==> config.mk <==
export PLATFORM = sky130hd
export DESIGN_NAME = systolic_controller_v2
export DESIGN_NICKNAME = d
export VERILOG_FILES = /design/src/rtl/systolic_controller_v2.sv
export SDC_FILE = /design/constraint.sdc
export NUM_CORES = 1
export LEC_CHECK = 0
export ABC_AREA = 1
export BUFFER_PORTS_ARGS = -buffer_cell sky130_fd_sc_hd__buf_2
export CELL_PAD_IN_SITES_DETAIL_PLACEMENT = 0
export CELL_PAD_IN_SITES_GLOBAL_PLACEMENT = 1
export CORE_MARGIN = 2
export CORE_UTILIZATION = 45
export DETAILED_ROUTE_END_ITERATION = 10
export PLACE_DENSITY_LB_ADDON = 0.1
export SLEW_MARGIN = 20
export SYNTH_ARGS = -nofsm -noshare
export SYNTH_HDL_FRONTEND = slang
export SYNTH_SLANG_ARGS = --single-unit
==> constraint.sdc <==
create_clock -name clk -period 3.15 [get_ports clk]
set_input_delay 0.63 -clock clk [delete_from_list [all_inputs] [get_ports clk]]
set_output_delay 0.63 -clock clk [all_outputs]
set_load 0.02 [all_outputs]
==> src/rtl/systolic_controller_v2.sv <==
// -----------------------------------------------------------------------------
// systolic_controller_v2
//
// Sequencer for an SxS weight-stationary systolic array. A run walks every
// filter group through: weight load, first IFM tile load+compute, NO_TILE-2
// overlapped load/compute/write periods, a final compute/write, and a drain.
// IFM register files are double buffered; ifm_demux/ifm_mux swap sides on
// every tile boundary.
//
// Optional feature: define SYSTOLIC_CYCLE_CNT_EN to add a 32-bit cycle_count
// output (busy, non-stalled cycles; cleared on start; saturating).
//
// Ports
//   clk, rst             : clock, asynchronous active-high reset
//   start                : run request, honoured only in IDLE
//   stall                : downstream backpressure, freezes the sequencer
//   load_ifm, load_wgt   : buffer load strobes
//   ifm_demux, ifm_mux   : IFM double-buffer write / read side select
//   ifm_RF_shift_en_1/2  : IFM register-file shift enables (side 0 / side 1)
//   wgt_RF_shift_en[S]   : per-column weight shift enable
//   select_wgt           : array input select (1 = weight path)
//   reset_pe             : clear PE accumulators
//   write_out_en         : result write strobe
//   busy, done           : run active / one-cycle completion pulse
//   tile_idx, filter_idx : progress indices
//   cycle_count          : (SYSTOLIC_CYCLE_CNT_EN only) active cycle count
//
// All outputs are registered and decoded from the next state/count, so an
// output observed while the sequencer sits at count k belongs to count k.
// -----------------------------------------------------------------------------
module systolic_controller_v2 #(
  parameter int unsigned NO_FILTER     = 16,
  parameter int unsigned KERNEL_SIZE   = 3,
  parameter int unsigned NO_CHANNEL    = 3,
  parameter int unsigned SYSTOLIC_SIZE = 16,
  parameter int unsigned NO_TILE       = 64,
  localparam int unsigned NF     = (NO_FILTER + SYSTOLIC_SIZE - 1) / SYSTOLIC_SIZE,
  localparam int unsigned TILE_W = $clog2(NO_TILE + 1),
  localparam int unsigned FILT_W = $clog2(NF + 1)
) (
  input  logic                     clk,
  input  logic                     rst,
  input  logic                     start,
  input  logic                     stall,
  output logic                     load_ifm,
  output logic                     load_wgt,
  output logic                     ifm_demux,
  output logic                     ifm_mux,
  output logic                     ifm_RF_shift_en_1,
  output logic                     ifm_RF_shift_en_2,
  output logic                     select_wgt,
  output logic                     reset_pe,
  output logic                     write_out_en,
  output logic [SYSTOLIC_SIZE-1:0] wgt_RF_shift_en,
  output logic                     busy,
  output logic                     done,
  output logic [TILE_W-1:0]        tile_idx,
  output logic [FILT_W-1:0]        filter_idx
`ifdef SYSTOLIC_CYCLE_CNT_EN
  ,
  output logic [31:0]              cycle_count
`endif
);

  localparam int unsigned S     = SYSTOLIC_SIZE;
  localparam int unsigned L     = KERNEL_SIZE * KERNEL_SIZE * NO_CHANNEL;
  localparam int unsigned C     = L + 2 * S - 1;
  localparam int unsigned CNT_W = $clog2(C + 3);

  localparam logic [CNT_W-1:0]  CntL       = CNT_W'(L);
  localparam logic [CNT_W-1:0]  CntLm1     = CNT_W'(L - 1);
  localparam logic [CNT_W-1:0]  CntLwLast  = CNT_W'(L + 2);
  localparam logic [CNT_W-1:0]  CntC       = CNT_W'(C);
  localparam logic [CNT_W-1:0]  CntC1      = CNT_W'(C + 1);
  localparam logic [CNT_W-1:0]  CntC2      = CNT_W'(C + 2);
  localparam logic [CNT_W-1:0]  CntSm1     = CNT_W'(S - 1);
  localparam logic [CNT_W-1:0]  CntSm2     = CNT_W'(S - 2);
  localparam logic [CNT_W-1:0]  CntWrLast  = CNT_W'(S + 1);
  localparam logic [TILE_W-1:0] TileLcwEnd = TILE_W'(NO_TILE - 2);
  localparam logic [FILT_W-1:0] FiltNf     = FILT_W'(NF);

  typedef enum logic [2:0] {
    StIdle,
    StLoadWeight,
    StLoadCompute,
    StLoadComputeWrite,
    StComputeWrite,
    StWrite
  } state_e;

  state_e              r_state, w_state_d;
  logic [CNT_W-1:0]    r_cnt, w_cnt_d;
  logic [TILE_W-1:0]   r_tile, w_tile_d;
  logic [FILT_W-1:0]   r_filter, w_filter_d;
  logic                w_done_d;

  logic                r_load_ifm, w_load_ifm_d;
  logic                r_load_wgt, w_load_wgt_d;
  logic                r_ifm_demux, w_ifm_demux_d;
  logic                r_ifm_mux, w_ifm_mux_d;
  logic                r_sh1, w_sh1_d;
  logic                r_sh2, w_sh2_d;
  logic                r_select_wgt, w_select_wgt_d;
  logic                r_reset_pe, w_reset_pe_d;
  logic                r_write, w_write_d;
  logic [S-1:0]        r_wgt, w_wgt_d;
  logic                r_busy, w_busy_d;
  logic                r_done;

  // Column i weight shift window: i <= cnt < L+i (diagonal skew across columns).
  logic [31:0]         w_cnt_ext;
  logic [S-1:0]        w_wgt_win;
  assign w_cnt_ext = 32'(w_cnt_d);
  for (genvar g = 0; g < S; g++) begin : g_wgt_win
    assign w_wgt_win[g] = (w_cnt_ext >= 32'(g)) && (w_cnt_ext < 32'(L + g));
  end

  // Next state and counters
  always_comb begin
    w_state_d  = r_state;
    w_cnt_d    = r_cnt;
    w_tile_d   = r_tile;
    w_filter_d = r_filter;
    w_done_d   = 1'b0;
    if (!stall) begin
      unique case (r_state)
        StIdle: begin
          if (start) begin
            w_state_d  = StLoadWeight;
            w_cnt_d    = '0;
            w_tile_d   = '0;
            w_filter_d = '0;
          end
        end
        StLoadWeight: begin
          if (r_cnt == CntLm1) w_filter_d = r_filter + 1'b1;
          if (r_cnt == CntLwLast) begin
            w_state_d = StLoadCompute;
            w_cnt_d   = '0;
          end else begin
            w_cnt_d = r_cnt + 1'b1;
          end
        end
        StLoadCompute: begin
          if (r_cnt == CntC2) begin
            w_tile_d  = r_tile + 1'b1;
            w_cnt_d   = '0;
            // With only two tiles there is no overlapped phase.
            w_state_d = (NO_TILE > 2) ? StLoadComputeWrite : StComputeWrite;
          end else begin
            w_cnt_d = r_cnt + 1'b1;
          end
        end
        StLoadComputeWrite: begin
          if (r_cnt == CntC1) begin
            w_tile_d = r_tile + 1'b1;
            w_cnt_d  = '0;
            if (r_tile == TileLcwEnd) w_state_d = StComputeWrite;
          end else begin
            w_cnt_d = r_cnt + 1'b1;
          end
        end
        StComputeWrite: begin
          if (r_cnt == CntC2) begin
            w_tile_d  = r_tile + 1'b1;
            w_cnt_d   = '0;
            w_state_d = StWrite;
          end else begin
            w_cnt_d = r_cnt + 1'b1;
          end
        end
        StWrite: begin
          if (r_cnt == CntWrLast) begin
            w_cnt_d = '0;
            if (r_filter < FiltNf) begin
              w_state_d = StLoadWeight;
              w_tile_d  = '0;
            end else begin
              w_state_d = StIdle;
              w_done_d  = 1'b1;
            end
          end else begin
            w_cnt_d = r_cnt + 1'b1;
          end
        end
        default: w_state_d = StIdle;
      endcase
    end
  end

  // Output decode from the next state/count
  always_comb begin
    w_load_ifm_d   = 1'b0;
    w_load_wgt_d   = 1'b0;
    w_sh1_d        = 1'b0;
    w_sh2_d        = 1'b0;
    w_wgt_d        = '0;
    w_reset_pe_d   = 1'b0;
    w_write_d      = 1'b0;
    w_ifm_demux_d  = r_ifm_demux;
    w_ifm_mux_d    = r_ifm_mux;
    w_select_wgt_d = r_select_wgt;
    w_busy_d       = (w_state_d != StIdle);
    if (!stall) begin
      unique case (w_state_d)
        StIdle: begin
          w_ifm_demux_d  = 1'b0;
          w_ifm_mux_d    = 1'b1;
          w_select_wgt_d = 1'b1;
        end
        StLoadWeight: begin
          w_load_wgt_d   = (w_cnt_d <= CntL);
          w_load_ifm_d   = 1'b1;
          w_sh1_d        = 1'b1;
          w_wgt_d        = '1;
          w_select_wgt_d = 1'b1;
          w_ifm_mux_d    = 1'b1;
          w_ifm_demux_d  = 1'b0;
        end
        StLoadCompute: begin
          w_load_ifm_d   = (w_cnt_d < CntL);
          w_sh2_d        = (w_cnt_d <= CntL);
          w_ifm_demux_d  = 1'b1;
          w_ifm_mux_d    = 1'b0;
          w_select_wgt_d = 1'b0;
          w_wgt_d        = w_wgt_win;
          w_reset_pe_d   = (w_cnt_d == CntC);
          w_write_d      = (w_cnt_d == CntC1);
        end
        StLoadComputeWrite: begin
          // Count 0 here is only reached on a fresh period, never while held.
          if (w_cnt_d == '0) begin
            w_ifm_demux_d = ~r_ifm_demux;
            w_ifm_mux_d   = ~r_ifm_mux;
          end
          w_select_wgt_d = 1'b0;
          w_load_ifm_d   = (w_cnt_d < CntL);
          // Shift the register file currently being filled.
          if (w_cnt_d <= CntL) begin
            if (w_ifm_demux_d) w_sh2_d = 1'b1;
            else               w_sh1_d = 1'b1;
          end
          w_wgt_d      = w_wgt_win;
          w_reset_pe_d = (w_cnt_d == CntC);
          w_write_d    = (w_cnt_d <= CntSm2) || (w_cnt_d == CntC1);
        end
        StComputeWrite: begin
          if (w_cnt_d == '0) begin
            w_ifm_demux_d = ~r_ifm_demux;
            w_ifm_mux_d   = ~r_ifm_mux;
          end
          w_select_wgt_d = 1'b0;
          w_wgt_d        = w_wgt_win;
          w_write_d      = (w_cnt_d <= CntSm1);
        end
        StWrite: begin
          w_select_wgt_d = 1'b0;
          w_reset_pe_d   = 1'b1;
          w_write_d      = 1'b1;
        end
        default: ;
      endcase
    end
  end

  always_ff @(posedge clk or posedge rst) begin
    if (rst) begin
      r_state      <= StIdle;
      r_cnt        <= '0;
      r_tile       <= '0;
      r_filter     <= '0;
      r_done       <= 1'b0;
      r_busy       <= 1'b0;
      r_load_ifm   <= 1'b0;
      r_load_wgt   <= 1'b0;
      r_ifm_demux  <= 1'b0;
      r_ifm_mux    <= 1'b1;
      r_sh1        <= 1'b0;
      r_sh2        <= 1'b0;
      r_select_wgt <= 1'b1;
      r_reset_pe   <= 1'b0;
      r_write      <= 1'b0;
      r_wgt        <= '0;
    end else begin
      r_state      <= w_state_d;
      r_cnt        <= w_cnt_d;
      r_tile       <= w_tile_d;
      r_filter     <= w_filter_d;
      r_done       <= w_done_d;
      r_busy       <= w_busy_d;
      r_load_ifm   <= w_load_ifm_d;
      r_load_wgt   <= w_load_wgt_d;
      r_ifm_demux  <= w_ifm_demux_d;
      r_ifm_mux    <= w_ifm_mux_d;
      r_sh1        <= w_sh1_d;
      r_sh2        <= w_sh2_d;
      r_select_wgt <= w_select_wgt_d;
      r_reset_pe   <= w_reset_pe_d;
      r_write      <= w_write_d;
      r_wgt        <= w_wgt_d;
    end
  end

  assign load_ifm          = r_load_ifm;
  assign load_wgt          = r_load_wgt;
  assign ifm_demux         = r_ifm_demux;
  assign ifm_mux           = r_ifm_mux;
  assign ifm_RF_shift_en_1 = r_sh1;
  assign ifm_RF_shift_en_2 = r_sh2;
  assign select_wgt        = r_select_wgt;
  assign reset_pe          = r_reset_pe;
  assign write_out_en      = r_write;
  assign wgt_RF_shift_en   = r_wgt;
  assign busy              = r_busy;
  assign done              = r_done;
  assign tile_idx          = r_tile;
  assign filter_idx        = r_filter;

`ifdef SYSTOLIC_CYCLE_CNT_EN
  logic [31:0] r_cycle_count;
  always_ff @(posedge clk or posedge rst) begin
    if (rst) begin
      r_cycle_count <= '0;
    end else if (r_state == StIdle && start && !stall) begin
      r_cycle_count <= '0;
    end else if (r_state != StIdle && !stall && r_cycle_count != '1) begin
      r_cycle_count <= r_cycle_count + 1'b1;
    end
  end
  assign cycle_count = r_cycle_count;
`endif

endmodule

### After elaboration in Yosys (flattened, before gate mapping)

Index checks and enable logic that the tools add are counted.
W data, S select, Z words.

| word-level totals | value |
|---|---|
| bits in registers | 44 |
| output and inout bits | 35 |
| logic and storage cells | 176 |

| operators by class | value |
|---|---|
| add/sub/neg operators | 3 |
| magnitude comparators | 37 |
| equal/unequal tests | 25 |
| muxes and demuxes | 55 |
| bitwise gates (word level) | 3 |
| reductions and logical operators | 37 |

Operators by type and width:

| cell | number |
|---|---|
| $lt A6 B6 Y1 const B | 11 |
| $ge A6 B4 Y1 const B | 8 |
| $lt A6 B5 Y1 const B | 6 |
| $mux W6 | 6 |
| $mux W7 | 5 |
| $pmux W16 S2 | 1 |
| $pmux W6 S5 | 1 |
| $pmux W7 S4 | 1 |
| $eq A6 B6 Y1 const B | 4 |
| $ge A6 B3 Y1 const B | 4 |
| $mux W3 | 8 |
| $mux W1 | 22 |
| $eq A6 B5 Y1 const B | 3 |
| $pmux W3 S6 | 1 |
| $logic_and A1 B1 Y1 | 16 |
| $mux W16 | 1 |
| $eq A3 B2 Y1 const B | 4 |
| $eq A3 B3 Y1 const B | 4 |
| $ge A6 B1 Y1 const B | 2 |
| $ge A6 B2 Y1 const B | 2 |
| $le A6 B4 Y1 const B | 2 |
| $pmux W1 S2 | 6 |
| $ne A2 B2 Y1 const B | 5 |
| $pmux W1 S4 | 2 |
| 23 further kinds | 35 |

### Longest topological paths before layout

| logic depth | value |
|---|---|
| word-level depth | 12 |
| gate-level depth with buffers | 19 |
| depth with buffers taken out | 19 |

### Worst setup path after synthesis

No wires, ideal clock.

| timing | value |
|---|---|
| path kind | flip-flop to flip-flop |
| start point | register r_tile[0] (netlist: tile_idx[0]) |
| end point | register r_wgt[11] (netlist: wgt_RF_shift_en[11]) |
| arrival time | 1832 ps |
| required time | 3024 ps |
| slack | 1193 ps |
| stages on the path, launching flop included | 13 |
| period minus slack after synthesis | 1957 ps |
| cell sequence | dfrtp_1 > inv_1 > ha_1 > nand3_1 > nor2_1 > nand2_1 > nand2_1 > nand2_1 > o21ai_1 > nand2_2 > nand4_2 > buf_2 > o21ai_1 |

| between the ends | value |
|---|---|
| word-level cells in the longest chain between the ends | 9 |
| elaborated cells on any way between the ends | 12 |
| classes of those cells | eq/ne (5); mux (6); reduce/logical (1) |

Ends and longest elaborated chain:

| element | RTL line | RTL |
|---|---|---|
| start: declaration | 93 | `logic [TILE_W-1:0] r_tile, w_tile_d;` |
| start signal: assignment | 287 | `r_tile <= w_tile_d;` |
| $eq A7 B6 Y1 * | 158 | `if (r_tile == TileLcwEnd) w_state_d = StComputeWrite;` |
| $mux W3 * | 158 |  |
| $mux W3 * | 155 | `if (r_cnt == CntC1) begin` |
| $pmux W3 S6 * | 126 | `unique case (r_state)` |
| $mux W3 * | 125 | `if (!stall) begin` |
| named net w_state_d[0] | 91 | `state_e r_state, w_state_d;` |
| $eq A3 B3 Y1 / $eq A3 B2 Y1 (equally long branches) | 205 | `unique case (w_state_d)` |
| $reduce_or A3 Y1 (no source line) | -- |  |
| $pmux W16 S2 * | 205 |  |
| $mux W16 * | 204 | `if (!stall) begin` |
| named net w_wgt_d[11] | 106 | `logic [S-1:0] r_wgt, w_wgt_d;` |
| end signal: assignment | 300 | `r_wgt <= w_wgt_d;` |
| end: declaration | 106 |  |

Mark *: on every way through the listed nets, which the timed path passes. The rest lies on a longest branch.
A chain may end at the register's enable or synchronous reset.

### Worst setup path in the final report

| timing | value |
|---|---|
| start point | register r_cnt[0] |
| end point | register r_wgt[7] (netlist: wgt_RF_shift_en[7]) |

| between the ends | value |
|---|---|
| word-level cells in the longest chain between the ends | 8 |
| elaborated cells on any way between the ends | 29 |
| classes of those cells | add/sub (1); order compare (2); eq/ne (8); mux (16); reduce/logical (2) |

Ends and longest elaborated chain:

| element | RTL line | RTL |
|---|---|---|
| start: declaration | 92 | `logic [CNT_W-1:0] r_cnt, w_cnt_d;` |
| start signal: assignment | 286 | `r_cnt <= w_cnt_d;` |
| $eq A6 B5 Y1, or another cell as far along | 173 | `if (r_cnt == CntWrLast) begin` |
| $mux W3, on equally long branches | -- |  |
| $pmux W3 S6 * | 126 |  |
| $mux W3 * | 125 |  |
| named net w_state_d[1] | 91 |  |
| $eq A3 B3 Y1 / $eq A3 B2 Y1 (equally long branches) | 205 |  |
| $reduce_or A3 Y1 (no source line) | -- |  |
| $pmux W16 S2 * | 205 |  |
| $mux W16 * | 204 |  |
| named net w_wgt_d[7] | 106 |  |

Marked as above.

==> run_results.csv <==
group,metric,value,unit
layout,post-route-util,53.4,%
cts,cts_setup_buffers,0,
worst_setup_path,path_max_fanout,6,
detailed_routing,firstDrtPassIters,4,
floorplanning,io_pins,39,
timing,slew_headroom,36.8,%
detailed_routing,routed_wl,6070,µm
placed_design,place.gp.congestion,0.849,
floorplanning,die_area,0.00679,mm²
layout,n_antenna_cell,0,
timing,final-setup-viol-count,0,
layout,drive_gt1_share,28.0,%
cts,clockBufferDepth,2,
logic_synthesis,yosys.area.top_type_share,38.0,%
grt,grt_pass1_wl,10200,µm
logic_synthesis,syn_area_per_cell,7.62,µm²
worst_setup_path,cp-endpoint,"wgt_RF_shift_en[7]",
cts,htree_levels,2,
placed_design,dp.final_hpwl,4770,µm
worst_setup_path,cp-startpoint,"r_cnt[0]",
cts,clk_latency,300,ps
cts,cts_made_buffers,5,
timing,hold_violations,0,
logic_synthesis,synth-main-ff-cell,"dfrtp_1",
logic_synthesis,synth.most_common_cell,"nand2_1",
logic_synthesis,synthDistinctLibCells,32,
timing,period_share,73.2,%
power,vdd_drop_max,278,µV
detailed_routing,route.vias.total,2378,
worst_setup_path,end_kind,"flip-flop",
logic_synthesis,yosysSeqAreaShare,39.9,%
floorplanning,coreArea,0.00592,mm²
power,cellPowerDensity,513,mW/mm²
worst_setup_path,worstPathRequired,3380,ps
logic_synthesis,synth_mux_area_share,0,%
power,power.switching,0.597,mW
grt,grt_max_degree,27,
logic_synthesis,synth_nets,373,
power,pwr-share-comb,30.9,%
timing,fin_worst_skew,6.43,ps
power,total_leakage_power,1.66,nW
detailed_routing,first_iter_violations,125,
timing,totalNegativeSetupSlack,0,ps
cts,cts_resized,0,
worst_setup_path,rr_startpoint,"r_cnt[0]",
logic_synthesis,synth_area_leaders,"dfrtp_1 (38%), nand2_1 (13%), inv_1 (4.9%)",
timing,worst_pin_slew,942,ps
cts,ctsHoldBuffers,0,
logic_synthesis,synth_largest_area_cell,"dfrtp_1",
worst_setup_path,start_kind,"flip-flop",
cts,cts_root_buf,"clkbuf_8",
logic_synthesis,synthesis.area,0.00277,mm²
detailed_routing,ant_nets,0,
logic_synthesis,yosys-top-cells-count,"nand2_1 (98), dfrtp_1 (42), inv_1 (36), nor2_1 (31), nand3_1 (27)",
timing,drv_slew,0,
layout,nets,416,
power,p_int,1.03,mW
cts,cts_tree,"done",
logic_synthesis,synth_fa_ha_area_share,2.71,%
worst_setup_path,worstPathArrival,2540,ps
grt,antenna_found_initial,0,
floorplanning,dieHeight,82.4,µm
timing,hold-worst-slack,409,ps
outcome,status,"finished, final reports clean",
placed_design,io_buffers,38,
worst_setup_path,r2r_slack,840,ps
timing,clock.fmax,0.434,GHz
worst_setup_path,r2r_end,"wgt_RF_shift_en[7]",
job,max-cap-violations,0,
floorplanning,fp.dieW,82.4,µm
cts,cts_num_sinks,44,
layout,area_growth,14.4,%
floorplanning,rows,28,
logic_synthesis,synth_edf_count,0,
logic_synthesis,ys_ff_latch,44,
timing,fin_crit,2310,ps
grt,grt_pass1_vias,2224,
detailed_routing,viasPerCell,4.93,
worst_setup_path,crit_type,"reg -> reg",
detailed_routing,drc_errors,0,
logic_synthesis,synth-simple-area-share,40.0,%
detailed_routing,wl_per_cell,12.6,µm
power,switching_share,36.8,%
worst_hold_path,hold_path.class,"in -> async",
logic_synthesis,synth_top_family_by_area,"simple AND/OR/NAND/NOR gates",
timing,rsz0062_at_grt,"no",
logic_synthesis,synth_xor_area_share,0.633,%
grt,grt_overflow,0,
cts,cts.clk_slew.worst_paths,90,ps
logic_synthesis,synth_warnings,0,
power,clkPwrFrac,28.3,%
logic_synthesis,async_reset_ff_share,100,%
floorplanning,start_util,46.7,%
logic_synthesis,synth_cells,363,
power,pwr-share-seq,40.8,%
grt,grt_use_total,19.7,%
logic_synthesis,synth-compound-area-share,9.19,%
worst_setup_path,ff2ff_path_depth,15,
## worst min path at each step
stage                        from     endpoint  slack (ps)
after floorplan           ifm_mux      ifm_mux         500
after global placement    ifm_mux      ifm_mux         460
after detailed placement  ifm_mux      ifm_mux         480
after CTS                     rst    ifm_demux         430
after global routing          rst  tile_idx[6]         470
final                         rst    ifm_demux         410
## power by group through the flow
| stage | Clock (mW) | Sequential, mW | Combinational [mW] |
|---|---|---|---|
| 4_1_cts | 0.478 | 0.662 | 0.503 |
| 6_report | 0.460 | 0.662 | 0.501 |
| 5_1_grt | 0.500 | 0.670 | 0.565 |
| 2_1_floorplan | 0 | 0.717 | 0.332 |
| 3_3_place_gp | 0 | 0.673 | 0.501 |
| 3_5_place_dp | 0 | 0.673 | 0.502 |
## critical path, cell delays in order, from the launching register on
cell and delay, ps:
dfrtp_1 430, ha_1 240, inv_1 80, nor3_2 250, nand2_1 70, nand2_1 80, nand2_1 90, nand2_2 120
nand2_2 110, inv_2 80, nand4_1 130, nand2_2 160, nand2_2 100, nor2_2 180, nand2_1 80, nand2_1 60
## layer usage
metal | share of wire [%] | routed length (µm) | up-vias | GRT usage [%]
li1 | - | - | 1239 | -
met1 | 49 | 2970 | 1082 | 27.8
met2 | 45 | 2760 | 49 | 30.3
met3 | 4.4 | 266 | 8 | 3.80
met4 | 1.3 | 78 | 0 | 6.00
met5 | 0 | 0 | - | 0
## cells by family after synthesis
| group | count (synthesis) |
|---|---|
| flops | 44 |
| compound gates | 44 |
| simple gates | 213 |
| fa+ha+maj | 6 |
| buf+inv | 54 |
| xor+xnor | 2 |
## layout make-up
class                   instances  area (µm²)
repair buffers                 39         198
multi-input cells             265        1450
well taps                      75        93.8
clock inverters                 2        38.8
fillers                       595        2760
inverters                      51         194
flip-flops and latches         44        1100
clock buffers                   6        82.6
## state kept, by name, summed over array words and instances, names as in the netlist
| signal | count |
|---|---|
| write_out_en | 1 |
| reset_pe | 1 |
| ifm_demux | 1 |
| ifm_RF_shift_en_1 | 1 |
| ifm_RF_shift_en_2 | 1 |
| busy | 1 |
| r_cnt | 6 |
| load_ifm | 1 |
| done | 1 |
| r_state | 3 |
| tile_idx | 7 |
| load_wgt | 1 |
| select_wgt | 1 |
| filter_idx | 1 |
| ifm_mux | 1 |
| wgt_RF_shift_en | 16 |
## cell usage in the layout (no fill, tap or decap), types with 3 or more instances in the layout
| master | n |
|---|---|
| nand2_1 | 98 |
| nor3_1 | 3 |
| buf_2 | 38 |
| nand2_4 | 9 |
| o21ai_1 | 18 |
| nand2_2 | 17 |
| nor2_2 | 5 |
| clkinv_1 | 3 |
| o21ai_0 | 12 |
| clkbuf_8 | 6 |
| inv_1 | 35 |
| nand3_1 | 27 |
| ha_1 | 6 |
| nor2_4 | 4 |
| a21oi_1 | 8 |
| nor2_1 | 31 |
| nand3_2 | 5 |
| inv_2 | 12 |
| dfrtp_1 | 42 |
| nand4_1 | 6 |
## metrics by stage
| step | setup WS [ps] | cells | power (mW) | area (µm²) |
|---|---|---|---|---|
| 6_report | 843 | 482 | 1.62 | 3160 |
| 5_1_grt | 481 | 482 | 1.73 | 3160 |
| 4_1_cts | 837 | 482 | 1.64 | 3160 |
| 3_5_place_dp | 680 | 474 | 1.18 | 3040 |
| 3_3_place_gp | 722 | 474 | 1.17 | 3040 |
| 2_1_floorplan | 1190 | 363 | 1.05 | 2770 |
Power figures use the tool's default switching activity.
